### config.mk
export PLATFORM = sky130hd
export DESIGN_NAME = interrupt_ctrl_flat
export DESIGN_NICKNAME = d
export VERILOG_FILES = /design/src/rtl/interrupt_ctrl_if.sv /design/src/rtl/interrupt_ctrl.sv /design/src/flat_wrapper.sv
export SDC_FILE = /design/constraint.sdc
export NUM_CORES = 1
export LEC_CHECK = 0
export ABC_AREA = 1
export CAP_MARGIN = 40
export CORE_MARGIN = 2
export CORE_UTILIZATION = 35
export CTS_BUF_LIST = sky130_fd_sc_hd__clkbuf_16
export CTS_CLUSTER_SIZE = 12
export DETAILED_ROUTE_END_ITERATION = 6
export PLACE_DENSITY = 0.69
export SYNTH_ARGS = -nofsm -noshare
export SYNTH_HDL_FRONTEND = slang
export SYNTH_SLANG_ARGS = --single-unit
export TNS_END_PERCENT = 50
### constraint.sdc
create_clock -name clk -period 1.71 [get_ports clk]
set_input_delay 0.342 -clock clk [delete_from_list [all_inputs] [get_ports clk]]
set_output_delay 0.342 -clock clk [all_outputs]
set_load 0.02 [all_outputs]
### src/rtl/interrupt_ctrl_if.sv
// Bus and interrupt signals between the CPU core and interrupt_ctrl.
// master = core side, slave = controller side.
interface interrupt_ctrl_if;
  logic [11:0] bus_addr;
  logic        bus_read_en;
  logic        bus_write_en;
  logic [3:0]  bus_wdata;
  logic [3:0]  bus_rdata;
  logic        bus_rdata_valid;
  logic        irq;
  logic [7:0]  irq_vector;
  logic        irq_ack;

  modport master (
    output bus_addr, bus_read_en, bus_write_en,
    output bus_wdata, irq_ack,
    input  bus_rdata, bus_rdata_valid,
    input  irq, irq_vector
  );

  modport slave (
    input  bus_addr, bus_read_en, bus_write_en,
    input  bus_wdata, irq_ack,
    output bus_rdata, bus_rdata_valid,
    output irq, irq_vector
  );
endinterface

### src/rtl/interrupt_ctrl.sv
// Interrupt factor/mask controller with priority vector and ack handshake.
// Define INT_SERIAL_EN to implement the serial factor/mask/vector.
module interrupt_ctrl #(
  parameter logic [3:0] VECTOR_PAGE = 4'h1
) (
  input  logic       clk,
  input  logic       reset_n,
  input  logic [3:0] clk_timer_factor_set,
  input  logic [1:0] stopwatch_factor_set,
  input  logic       prog_timer_factor_set,
  input  logic       serial_factor_set,
  input  logic       k0_factor_set,
  input  logic       k1_factor_set,
  interrupt_ctrl_if.slave bus
);

`ifdef INT_SERIAL_EN
  localparam logic SER_EN = 1'b1;
`else
  localparam logic SER_EN = 1'b0;
`endif

  localparam logic [11:0] A_F00 = 12'hF00;
  localparam logic [11:0] A_F01 = 12'hF01;
  localparam logic [11:0] A_F02 = 12'hF02;
  localparam logic [11:0] A_F03 = 12'hF03;
  localparam logic [11:0] A_F04 = 12'hF04;
  localparam logic [11:0] A_F05 = 12'hF05;
  localparam logic [11:0] A_F10 = 12'hF10;
  localparam logic [11:0] A_F11 = 12'hF11;
  localparam logic [11:0] A_F12 = 12'hF12;
  localparam logic [11:0] A_F13 = 12'hF13;
  localparam logic [11:0] A_F14 = 12'hF14;
  localparam logic [11:0] A_F15 = 12'hF15;

  typedef enum logic [1:0] {
    IDLE,
    REQ,
    ACKED
  } state_t;

  // The page nibble is prepended by the core's fetch path.
  logic unused_page;
  assign unused_page = ^VECTOR_PAGE;

  logic [3:0] fac_clk, msk_clk;
  logic [1:0] fac_sw, msk_sw;
  logic       fac_prog, msk_prog;
  logic       fac_ser, msk_ser;
  logic       fac_k0, msk_k0;
  logic       fac_k1, msk_k1;

  logic       ser_set;
  logic [3:0] rd_val;
  logic       rd_hit;
  logic       rd;
  logic [3:0] p_clk;
  logic [1:0] p_sw;
  logic       p_prog, p_ser, p_k0, p_k1;
  logic       pending;
  logic [7:0] vec_next;
  state_t     state;

  assign ser_set = serial_factor_set & SER_EN;
  assign rd      = bus.bus_read_en;

  assign p_clk   = fac_clk & msk_clk;
  assign p_sw    = fac_sw & msk_sw;
  assign p_prog  = fac_prog & msk_prog;
  assign p_ser   = fac_ser & msk_ser;
  assign p_k0    = fac_k0 & msk_k0;
  assign p_k1    = fac_k1 & msk_k1;
  assign pending = |{p_clk, p_sw, p_prog, p_ser, p_k0, p_k1};

  // Read-data mux and address decode
  always_comb begin
    rd_hit = 1'b1;
    rd_val = 4'h0;
    case (bus.bus_addr)
      A_F00:   rd_val = fac_clk;
      A_F01:   rd_val = {2'b00, fac_sw};
      A_F02:   rd_val = {3'b000, fac_prog};
      A_F03:   rd_val = {3'b000, fac_ser};
      A_F04:   rd_val = {3'b000, fac_k0};
      A_F05:   rd_val = {3'b000, fac_k1};
      A_F10:   rd_val = msk_clk;
      A_F11:   rd_val = {2'b00, msk_sw};
      A_F12:   rd_val = {3'b000, msk_prog};
      A_F13:   rd_val = {3'b000, msk_ser};
      A_F14:   rd_val = {3'b000, msk_k0};
      A_F15:   rd_val = {3'b000, msk_k1};
      default: rd_hit = 1'b0;
    endcase
  end

  // Highest-priority pending source to vector
  always_comb begin
    vec_next = 8'h00;
    if (p_prog)      vec_next = 8'h0C;
    else if (p_ser)  vec_next = 8'h0A;
    else if (p_k0)   vec_next = 8'h06;
    else if (p_k1)   vec_next = 8'h08;
    else if (|p_sw)  vec_next = 8'h04;
    else if (|p_clk) vec_next = 8'h02;
  end

  // Factor capture; a same-edge set beats the read-clear
  always_ff @(posedge clk or negedge reset_n) begin
    if (!reset_n) begin
      fac_clk  <= '0;
      fac_sw   <= '0;
      fac_prog <= 1'b0;
      fac_ser  <= 1'b0;
      fac_k0   <= 1'b0;
      fac_k1   <= 1'b0;
    end else begin
      fac_clk  <= ((rd && bus.bus_addr == A_F00) ? 4'h0 : fac_clk)
                  | clk_timer_factor_set;
      fac_sw   <= ((rd && bus.bus_addr == A_F01) ? 2'h0 : fac_sw)
                  | stopwatch_factor_set;
      fac_prog <= ((rd && bus.bus_addr == A_F02) ? 1'b0 : fac_prog)
                  | prog_timer_factor_set;
      fac_ser  <= ((rd && bus.bus_addr == A_F03) ? 1'b0 : fac_ser)
                  | ser_set;
      fac_k0   <= ((rd && bus.bus_addr == A_F04) ? 1'b0 : fac_k0)
                  | k0_factor_set;
      fac_k1   <= ((rd && bus.bus_addr == A_F05) ? 1'b0 : fac_k1)
                  | k1_factor_set;
    end
  end

  // Mask register writes
  always_ff @(posedge clk or negedge reset_n) begin
    if (!reset_n) begin
      msk_clk  <= '0;
      msk_sw   <= '0;
      msk_prog <= 1'b0;
      msk_ser  <= 1'b0;
      msk_k0   <= 1'b0;
      msk_k1   <= 1'b0;
    end else if (bus.bus_write_en) begin
      case (bus.bus_addr)
        A_F10:   msk_clk  <= bus.bus_wdata;
        A_F11:   msk_sw   <= bus.bus_wdata[1:0];
        A_F12:   msk_prog <= bus.bus_wdata[0];
        A_F13:   msk_ser  <= bus.bus_wdata[0] & SER_EN;
        A_F14:   msk_k0   <= bus.bus_wdata[0];
        A_F15:   msk_k1   <= bus.bus_wdata[0];
        default: ;
      endcase
    end
  end

  // Registered read data; undecoded reads leave rdata untouched
  always_ff @(posedge clk or negedge reset_n) begin
    if (!reset_n) begin
      bus.bus_rdata       <= 4'h0;
      bus.bus_rdata_valid <= 1'b0;
    end else if (rd && rd_hit) begin
      bus.bus_rdata       <= rd_val;
      bus.bus_rdata_valid <= 1'b1;
    end else begin
      bus.bus_rdata_valid <= 1'b0;
    end
  end

  // Request/acknowledge FSM with registered irq and vector
  always_ff @(posedge clk or negedge reset_n) begin
    if (!reset_n) begin
      state          <= IDLE;
      bus.irq        <= 1'b0;
      bus.irq_vector <= 8'h00;
    end else begin
      unique case (state)
        IDLE: begin
          bus.irq <= 1'b0;
          if (pending) begin
            state          <= REQ;
            bus.irq        <= 1'b1;
            bus.irq_vector <= vec_next;
          end
        end
        REQ: begin
          if (!pending) begin
            state   <= IDLE;
            bus.irq <= 1'b0;
          end else begin
            bus.irq_vector <= vec_next;
            if (bus.irq_ack) begin
              state   <= ACKED;
              bus.irq <= 1'b0;
            end else begin
              bus.irq <= 1'b1;
            end
          end
        end
        ACKED: begin
          bus.irq <= 1'b0;
          if (!bus.irq_ack) state <= IDLE;
        end
        default: begin
          state   <= IDLE;
          bus.irq <= 1'b0;
        end
      endcase
    end
  end

endmodule

### src/flat_wrapper.sv
// flat-port wrapper written by rule: the top's interface ports become plain ports
module interrupt_ctrl_flat 
#(
  parameter logic [3:0] VECTOR_PAGE = 4'h1
)
  (clk, reset_n, clk_timer_factor_set, stopwatch_factor_set, prog_timer_factor_set, serial_factor_set, k0_factor_set, k1_factor_set, bus_bus_addr, bus_bus_read_en, bus_bus_write_en, bus_bus_wdata, bus_irq_ack, bus_bus_rdata, bus_bus_rdata_valid, bus_irq, bus_irq_vector);
  interrupt_ctrl_if bus_i ();
  input  logic clk;
  input  logic reset_n;
  input  logic [3:0] clk_timer_factor_set;
  input  logic [1:0] stopwatch_factor_set;
  input  logic prog_timer_factor_set;
  input  logic serial_factor_set;
  input  logic k0_factor_set;
  input  logic k1_factor_set;
  input wire logic [$bits(bus_i.bus_addr)-1:0] bus_bus_addr;
  input wire logic [$bits(bus_i.bus_read_en)-1:0] bus_bus_read_en;
  input wire logic [$bits(bus_i.bus_write_en)-1:0] bus_bus_write_en;
  input wire logic [$bits(bus_i.bus_wdata)-1:0] bus_bus_wdata;
  input wire logic [$bits(bus_i.irq_ack)-1:0] bus_irq_ack;
  output wire logic [$bits(bus_i.bus_rdata)-1:0] bus_bus_rdata;
  output wire logic [$bits(bus_i.bus_rdata_valid)-1:0] bus_bus_rdata_valid;
  output wire logic [$bits(bus_i.irq)-1:0] bus_irq;
  output wire logic [$bits(bus_i.irq_vector)-1:0] bus_irq_vector;
  assign bus_i.bus_addr = bus_bus_addr;
  assign bus_i.bus_read_en = bus_bus_read_en;
  assign bus_i.bus_write_en = bus_bus_write_en;
  assign bus_i.bus_wdata = bus_bus_wdata;
  assign bus_i.irq_ack = bus_irq_ack;
  assign bus_bus_rdata = bus_i.bus_rdata;
  assign bus_bus_rdata_valid = bus_i.bus_rdata_valid;
  assign bus_irq = bus_i.irq;
  assign bus_irq_vector = bus_i.irq_vector;
  interrupt_ctrl #(.VECTOR_PAGE(VECTOR_PAGE)) u_core (.clk(clk), .reset_n(reset_n), .clk_timer_factor_set(clk_timer_factor_set), .stopwatch_factor_set(stopwatch_factor_set), .prog_timer_factor_set(prog_timer_factor_set), .serial_factor_set(serial_factor_set), .k0_factor_set(k0_factor_set), .k1_factor_set(k1_factor_set), .bus(bus_i));
endmodule
==> flow_metrics.tcl, run 1 <==
set metrics [dict create \
    layout.nets 312 \
    ctsLongestPathBuffers 2 \
    ys_seq_area_share_pct 42.0 \
    antenna_left 0 \
    grt_pass1_vias 1577 \
    clkTransAtPathRegs_ns 0.05 \
    post_cts_resized 0 \
    gp_congestion 0.866 \
    synth.top_cell.area_share_pct 42.0 \
    hpwl_um 3000 \
    cts_root_buffer "clkbuf_16" \
    crit_fanout 13 \
    cap_viol_max_count 0 \
    dieArea_sq_um 5520 \
    holdWs_ns 0.455 \
    skew_ns 0.00297 \
    worstSetupStartpointType "input pin" \
    numCtsBuffers 5 \
    power.density_nw_per_um2 749 \
    grt_first_pass_wirelength_um 6680 \
    portBuffers 38 \
    cts_sinks 29 \
    max_stage_delay_ns 0.47 \
    setup_violations 0 \
    r2r_slack_ns 0.36 \
    critical_path_class "in -> reg" \
    num_vias 1628 \
    synth_area_leaders "dfrtp_1 (42%), nand2_1 (11%), nand3_1 (8.4%), inv_1 (5.0%), nor2_1 (4.6%)" \
    diodes 0 \
    finalWirelength_um 3860 \
    yosys.area.top_type "dfrtp_1" \
    viasPerCell 4.66 \
    cp-end-kind "register" \
    finalCritPeriodShare_pct 93.3 \
    postCtsSetupBuffers 0 \
    die_x_um 74.3 \
    ys_ff_latch 29 \
    power.total_mw 1.78 \
    coreArea_sq_um 4750 \
    synth_warnings 0 \
    syn2layout_area_growth_pct 37.0 \
    io_pins 45 \
    grt_antenna_before_repair 0 \
    peakVddDrop_uv 534 \
    synthesis.area_sq_um 1730 \
    dp_slack_ns -0.205 \
    critPathTopFamily "simple AND/OR/NAND/NOR gates" \
    cp_slowest_cell "clkdlybuf4s50_1" \
    initial_core_util_pct 36.4 \
    clock_latency_ns 0.27 \
    setup_ws_ns 0.115 \
    synthCells 231 \
    layout_min_cycle_time_ns 1.60 \
    postCtsHoldBufs 0 \
    grt_max_degree 30 \
    gr-total-overflow 0 \
    first_pass_iters 4 \
    worst-path-buf-inv 1 \
    status "completed" \
    track_usage_pct 15.9 \
    timing.final.hold_violations 0 \
    drt-wirelength-per-cell_um 11.1 \
    grt_setup_unrepaired "no" \
    die_h_um 74.3 \
    synth_cell_types 25 \
    hp-class "in -> async" \
    post_synth.cell_area_avg_sq_um 7.49 \
    path_common_cell "nand2_1" \
    cts_tree "yes" \
    path_cells "clkdlybuf4s50_1 -> nand2_2 -> nor2_4 -> nand3_1 -> nand2_1 -> nor2_1 -> nand3_1 -> nand2_2 -> nand2_1 -> nand2_1" \
    fmax_mhz 627 \
    critical_path_required_ns 1.87 \
    p_leak_nw 1.19 \
    htreeDepth 2 \
    placementRows 25 \
    drcViolationCount 0 \
    maxSlewViolCount 0 \
    drtIter0Drc 59 \
    crit_arrival_ns 1.76 \
    fin_setup_tns_ns 0 \
    drive_gt1_share_pct 17.0 \
]
==> cells in the final DEF, fill, tap and decap left out <==
master / count
nand2_1: 52
clkdlybuf4s50_1: 38
nand3_1: 29
dfrtp_1: 29
inv_1: 24
nor2_1: 20
nand2_2: 11
nor2_4: 9
a21oi_1: 9
o21ai_0: 8
inv_2: 7
buf_4: 7
o21bai_1: 6
nor2_2: 5
o21ai_1: 5
conb_1: 5
clkbuf_16: 5
o22ai_1: 3
clkinv_2: 2
nand2_4: 1
nor3_1: 1
a22o_1: 1
a21o_1: 1
a32oi_1: 1
o21a_1: 1
nand3_2: 1
nand4_1: 1
==> per-stage QoR <==
step,util (%),instances,instance area [sq um]
after detailed placement,46.5,341,2210
after CTS,49.4,349,2350
after global placement,46.5,341,2210
after floorplan,-,235,1740
final,49.8,349,2370
after global routing,49.8,349,2370
==> cells by family (layout without fill, tap and decap cells) <==
family	after synthesis	count (layout)	share of synthesized area (%)
buf+inv	36	83	9.33
other cells	1	5	0.217
flops	29	29	42.0
compound gates	35	35	11.9
simple gates	130	130	36.5
==> synth_stat cells <==
cell type / number
nand2_1: 52
dfrtp_1: 29
nand3_1: 29
inv_1: 23
nor2_1: 21
nand2_2: 11
a21oi_1: 9
o21ai_0: 8
inv_2: 7
nor2_2: 7
nor2_4: 6
o21bai_1: 6
buf_4: 5
o21ai_1: 5
o22ai_1: 3
a21o_1: 1
a22o_1: 1
a32oi_1: 1
buf_6: 1
conb_1: 1
nand2_4: 1
nand3_2: 1
nand4_1: 1
nor3_1: 1
o21a_1: 1
==> per-layer routing <==
| layer | track usage (%) | up-vias | part of all wire [%] |
|---|---|---|---|
| met3 | 3.93 | 8 | 4.9 |
| met5 | 0 | - | 0 |
| met2 | 26.3 | 36 | 50 |
| met1 | 19.8 | 755 | 43 |
| li1 | - | 829 | - |
| met4 | 6.94 | 0 | 1.9 |
==> sequential cells by signal, summed over array words and instances (netlist names) <==
signal / cells
u_core.bus.bus_rdata: 4
u_core.fac_clk: 4
u_core.msk_clk: 4
u_core.bus.irq_vector: 3
u_core.fac_sw: 2
u_core.msk_sw: 2
u_core.state: 2
u_core.bus.bus_rdata_valid: 1
u_core.bus.irq: 1
u_core.fac_k0: 1
u_core.fac_k1: 1
u_core.fac_prog: 1
u_core.msk_k0: 1
u_core.msk_k1: 1
u_core.msk_prog: 1
==> worst paths after layout <==
check / cells past startpoint / start / to
worst min register to register: 2 / u_core.bus.irq_vector[2]$_DFFE_PN0P_ / u_core.bus.irq_vector[2]$_DFFE_PN0P_
max in group asynchronous: 2 / reset_n / u_core.msk_clk[1]$_DFFE_PN0P_
worst max register to register: 4 / u_core.fac_clk[0]$_DFF_PN0_ / u_core.bus.irq_vector[1]$_DFFE_PN0P_
worst max-delay path: 10 / bus_bus_addr[9] / u_core.bus.bus_rdata[2]$_DFFE_PN0P_
worst min-delay path: 2 / reset_n / u_core.fac_prog$_DFF_PN0_
min in group clk: 2 / u_core.bus.irq_vector[2]$_DFFE_PN0P_ / u_core.bus.irq_vector[2]$_DFFE_PN0P_
==> power by group <==
part	internal, mW	leakage, nW	switching, mW	total (mW)
Combinational	0.116	0.776	0.124	0.240
Sequential	0.715	0.338	0.0149	0.730
Clock	0.525	0.0748	0.280	0.805
Total	1.36	1.19	0.419	1.78
==> layout make-up <==
class,instances,area (sq um)
well taps,67,83.8
clock inverters,3,13.8
inverters,30,113
repair buffers,45,433
multi-input cells,170,875
flip-flops and latches,29,726
fillers,499,2390
clock buffers,5,125
Power figures use the tool's default switching activity.
==> run 2: changes to the inputs <==
- PLACE_DENSITY: 0.69 -> unset
- PLACE_DENSITY_LB_ADDON: unset -> 0.3
==> run 2 against run 1 <==
  * Clock power grew 0.9%
  * Largest cell class unchanged
  * Final area rose by 2.3%
  * Largest power group unchanged
  * Via count is 1.8% lower
  * Wire length fell by 1.2%
  * Total power increased by 0.40%
  * Fmax is essentially flat
  * Critical endpoint is now u_core.bus.bus_rdata[1]$_DFFE_PN0P_
  * Flip-flop and latch count unchanged
  * Worst setup slack gained 0.0010 ns
  * Die area is the same
  * Utilization is 1.1 points higher
  * Combinational power is essentially flat
  * Critical path depth is the same
==> flow_metrics.tcl, run 2 (same netlist as run 1, synthesis figures left out) <==
set metrics [dict create \
    worstSetupStartpointType "input pin" \
    largest_registers "u_core.bus.bus_rdata (4), u_core.fac_clk (4), u_core.msk_clk (4)" \
    gr-total-overflow 0 \
    gp_congestion 0.794 \
    startpoint "bus_bus_addr[8]" \
    final_cell_mix "nand2_1 (50), clkdlybuf4s50_1 (35), nand3_1 (29), dfrtp_1 (29), inv_1 (24)" \
    critPathTopFamily "simple AND/OR/NAND/NOR gates" \
    peakVddDrop_uv 494 \
    cts_root_buffer "clkbuf_16" \
    drt-wirelength-per-cell_um 10.7 \
    final_common_cell "nand2_1" \
    skew_ns 0.00323 \
    cp-end-kind "register" \
    syn2layout_area_growth_pct 40.1 \
    dieArea_sq_um 5520 \
    path_common_cell "nand2_1" \
    setup_violations 0 \
    grt_pass1_vias 1494 \
    die_x_um 74.3 \
    grt_setup_unrepaired "yes" \
    grt_max_degree 30 \
    drive_gt1_share_pct 19.1 \
    cap_viol_max_count 0 \
    antenna_left 0 \
    cts_tree "yes" \
    drcViolationCount 0 \
    power.density_nw_per_um2 736 \
    initial_core_util_pct 36.4 \
    critical_path_class "in -> reg" \
    fmax_mhz 627 \
    placementRows 25 \
    cp_slowest_cell "clkdlybuf4s50_1" \
    ctsLongestPathBuffers 2 \
    clkTransAtPathRegs_ns 0.05 \
    coreArea_sq_um 4750 \
    postCtsHoldBufs 0 \
    drtIter0Drc 75 \
    hpwl_um 2890 \
    design_area_sq_um 2420 \
    fin_util_pct 50.9 \
    layout.nets 318 \
    numCtsBuffers 5 \
    io_pins 45 \
    crit_fanout 13 \
    maxSlewViolCount 0 \
    htreeDepth 2 \
    clock_latency_ns 0.27 \
    place_area_sq_um 2240 \
    finalCritPeriodShare_pct 93.2 \
    max_stage_delay_ns 0.48 \
    portBuffers 38 \
    grt_antenna_before_repair 0 \
    num_vias 1598 \
    track_usage_pct 15.3 \
    crit_arrival_ns 1.76 \
    timing.final.hold_violations 0 \
    diodes 0 \
    layout_min_cycle_time_ns 1.59 \
    status "completed" \
    hp-class "in -> async" \
    cts_sinks 29 \
    die_h_um 74.3 \
    finalWirelength_um 3810 \
    critical_path_required_ns 1.88 \
    r2r_start "u_core.fac_clk[0]$_DFF_PN0_" \
    path_cells "clkdlybuf4s50_1 -> nand2_2 -> nor2_4 -> nand3_1 -> nand2_1 -> nor2_1 -> nand3_1 -> nand2_2 -> nand2_1 -> nand2_1" \
    first_pass_iters 4 \
    grt_first_pass_wirelength_um 6460 \
    viasPerCell 4.50 \
    worst-path-buf-inv 1 \
    p_leak_nw 1.25 \
]
## run 2: where the power goes
group	leakage (nW)	switching, mW	internal [mW]
clock	0.0748	0.286	0.526
sequential	0.338	0.0154	0.715
combinational	0.834	0.124	0.116
## run 2: through the flow
stage               instances  hold WS (ns)  power [mW]  setup slack, ns  setup TNS [ns]
floorplan                 235        0.0464       0.851            0.489               0
global placement          343         0.466       0.977           -0.158           -1.65
detailed placement        343         0.473       0.982           -0.176           -1.97
CTS                       351         0.474        1.81            0.109               0
global route              355         0.505        1.86          -0.0143         -0.0143
finish                    355         0.460        1.78            0.116               0
## run 2: layout make-up
type | count | area (sq um)
clock inverter | 3 | 13.8
inverter | 30 | 115
multi-input combinational | 171 | 868
clock buffer | 5 | 125
sequential | 29 | 726
timing repair buffer | 50 | 490
tap | 67 | 83.8
fill | 494 | 2330
## run 2: per-layer routing
layer	vias to the layer above	part of all wire (%)	global-route usage, %
li1	847	-	-
met1	711	47	20.3
met2	33	47	24.1
met4	0	1.5	5.95
met3	7	4.3	4.07
met5	-	0	0
## run 2: repair_timing
item,4_1_cts,5_1_grt
setup buffers,0,3
setup endpoints to repair,0,4
gates resized for setup,0,6
## run 2: worst register-to-register path: stages, from the launching register on
cell     delay, ns
dfrtp_1       0.40
a22o_1        0.23
nor2_1        0.18
a21o_1        0.29
o21ai_0       0.12
## run 2: worst paths after layout
check / to / slack (ns) / depth (start not counted)
min in group clk: u_core.bus.irq_vector[2]$_DFFE_PN0P_ / 0.48 / 2
min reg2reg: u_core.bus.irq_vector[2]$_DFFE_PN0P_ / 0.48 / 2
max in group asynchronous: u_core.bus.bus_rdata[2]$_DFFE_PN0P_ / 0.97 / 2
min: u_core.fac_prog$_DFF_PN0_ / 0.46 / 2
max reg2reg: u_core.bus.irq_vector[1]$_DFFE_PN0P_ / 0.36 / 4
max: u_core.bus.bus_rdata[1]$_DFFE_PN0P_ / 0.12 / 10
==> run 3: changes to the inputs <==
- PLACE_DENSITY_LB_ADDON: 0.3 -> 0.1
==> run 3 against run 2 <==
  * Hold slack got worse by 0.0064 ns
  * Flip-flop and latch count unchanged
  * Die area unchanged
  * Clock skew about the same
  * Register-to-register slack improved by 0.03 ns
  * Critical path depth increased by 1
  * Critical endpoint is now u_core.bus.bus_rdata_valid$_DFF_PN0_
  * Largest cell class unchanged
  * Largest power group unchanged
  * Highest routed layer unchanged
==> flow_metrics.tcl, run 3 (same netlist as run 1, synthesis figures left out) <==
set metrics [dict create \
    io_pins 45 \
    largest_registers "u_core.bus.bus_rdata (4), u_core.fac_clk (4), u_core.msk_clk (4)" \
    viasPerCell 4.45 \
    grt_antenna_before_repair 0 \
    critical_path_required_ns 1.88 \
    skew_ns 0.00351 \
    grt_setup_unrepaired "yes" \
    fmax_mhz 635 \
    cp_slowest_cell "clkdlybuf4s50_1" \
    drtIter0Drc 54 \
    coreArea_sq_um 4750 \
    layout.nets 319 \
    final_common_cell "nand2_1" \
    worstSetupStartpointType "input pin" \
    r2r_start "u_core.fac_clk[0]$_DFF_PN0_" \
    maxSlewViolCount 0 \
    rr_endpoint "u_core.bus.irq_vector[1]$_DFFE_PN0P_" \
    peakVddDrop_uv 726 \
    first_pass_iters 4 \
    die_h_um 74.3 \
    dp_cells 344 \
    design_area_sq_um 2450 \
    timing.final.hold_violations 0 \
    grt_first_pass_wirelength_um 6550 \
    r2r_slack_ns 0.39 \
    place_area_sq_um 2250 \
    critPathTopFamily "buffers and inverters" \
    drive_gt1_share_pct 19.0 \
    critical_path_class "in -> reg" \
    setup_violations 0 \
    diodes 0 \
    cts_sinks 29 \
    finalCritPeriodShare_pct 92.1 \
    cap_viol_max_count 0 \
    nFillCells 481 \
    power.total_mw 1.78 \
    dieArea_sq_um 5520 \
    ctsLongestPathBuffers 2 \
    drt-wirelength-per-cell_um 11.0 \
    syn2layout_area_growth_pct 41.8 \
    numCtsBuffers 5 \
    cp-end-kind "register" \
    portBuffers 38 \
    grt_max_degree 30 \
    gp_congestion 0.815 \
    initial_core_util_pct 36.4 \
    num_vias 1585 \
    htreeDepth 2 \
    cts_root_buffer "clkbuf_16" \
    drcViolationCount 0 \
    power.density_nw_per_um2 725 \
    status "completed" \
    r2r_cells 4 \
    final_cell_mix "nand2_1 (51), clkdlybuf4s50_1 (35), nand3_1 (29), dfrtp_1 (29), inv_1 (22)" \
    placementRows 25 \
    max_stage_delay_ns 0.50 \
    finalNonFillerCells 356 \
    track_usage_pct 15.7 \
    crit_arrival_ns 1.75 \
    clkTransAtPathRegs_ns 0.05 \
    grt_pass1_vias 1464 \
    crit_fanout 6 \
    gr-total-overflow 0 \
    p_leak_nw 1.25 \
    finalWirelength_um 3920 \
    worst-path-buf-inv 4 \
    clock_latency_ns 0.27 \
    cts_tree "yes" \
    hpwl_um 2990 \
    antenna_left 0 \
    hp-class "in -> async" \
    path_cells "clkdlybuf4s50_1 -> nor2_4 -> nand2_2 -> inv_4 -> nand3_1 -> nand2_1 -> nor2_1 -> nand3_1 -> nand2_2 -> buf_4 -> inv_1" \
    layout_min_cycle_time_ns 1.57 \
    die_x_um 74.3 \
]
-- run 3: cell types whose count changed in the layout (fill, tap and decap cells not counted), sizes merged --
cell	change
clkinv	+1
nor2	+1
inv	-1
-- run 3: worst max-delay path by stage --
| stage | startpoint | end | slack, ns | depth (start not counted) |
|---|---|---|---|---|
| after floorplan | bus_bus_addr[3] | u_core.bus.bus_rdata[0]$_DFFE_PN0P_ | 0.49 | 10 |
| after global placement | bus_bus_addr[9] | u_core.bus.bus_rdata[3]$_DFFE_PN0P_ | -0.18 | 10 |
| after detailed placement | bus_bus_addr[0] | u_core.bus.bus_rdata[2]$_DFFE_PN0P_ | -0.19 | 10 |
| after CTS | bus_bus_addr[0] | u_core.bus.bus_rdata[1]$_DFFE_PN0P_ | 0.1 | 10 |
| after global routing | bus_bus_addr[3] | u_core.bus.bus_rdata[0]$_DFFE_PN0P_ | -0.03 | 11 |
| final | bus_bus_addr[6] | u_core.bus.bus_rdata_valid$_DFF_PN0_ | 0.14 | 11 |
-- run 3: power by group --
part           leakage, nW  internal [mW]  total, mW  switching (mW)
sequential           0.338          0.715      0.729          0.0139
clock               0.0687          0.523      0.801           0.278
combinational        0.845          0.120      0.247           0.127
total                 1.25           1.36       1.78           0.419
-- run 3: area by class of cell --
type / count / area, sq um / share of cell area [%]
Clock inverter: 3 / 12.5 / 0.510
Clock buffer: 5 / 125 / 5.10
Multi-Input combinational cell: 172 / 882 / 36.0
Inverter: 30 / 120 / 4.90
Timing Repair Buffer: 50 / 503 / 20.5
Tap cell: 67 / 83.8 / 3.42
Sequential cell: 29 / 726 / 29.6
-- run 3: stage by stage --
stage	setup WS, ns	hold WS, ns	setup TNS [ns]	util [%]
2_1_floorplan	0.489	0.0464	0	-
3_3_place_gp	-0.183	0.466	-2.03	47.3
3_5_place_dp	-0.189	0.472	-2.27	47.3
4_1_cts	0.0986	0.466	0	50.2
5_1_grt	-0.0285	0.486	-0.0478	51.6
6_report	0.135	0.454	0	51.6
-- run 3: repair_timing --
| action | 4_1_cts | 5_1_grt |
|---|---|---|
| resized for setup | 0 | 10 |
| buffers inserted | 0 | 2 |
| hold buffers | 0 | 0 |
| endpoints found under the setup margin | 0 | 5 |
-- run 3: layer usage --
metal	track usage [%]	routed length [um]	up-vias
li1	-	-	849
met1	21.4	1900	701
met2	24.4	1790	32
met3	4.07	198	3
met4	5.36	29	0
met5	0	0	-
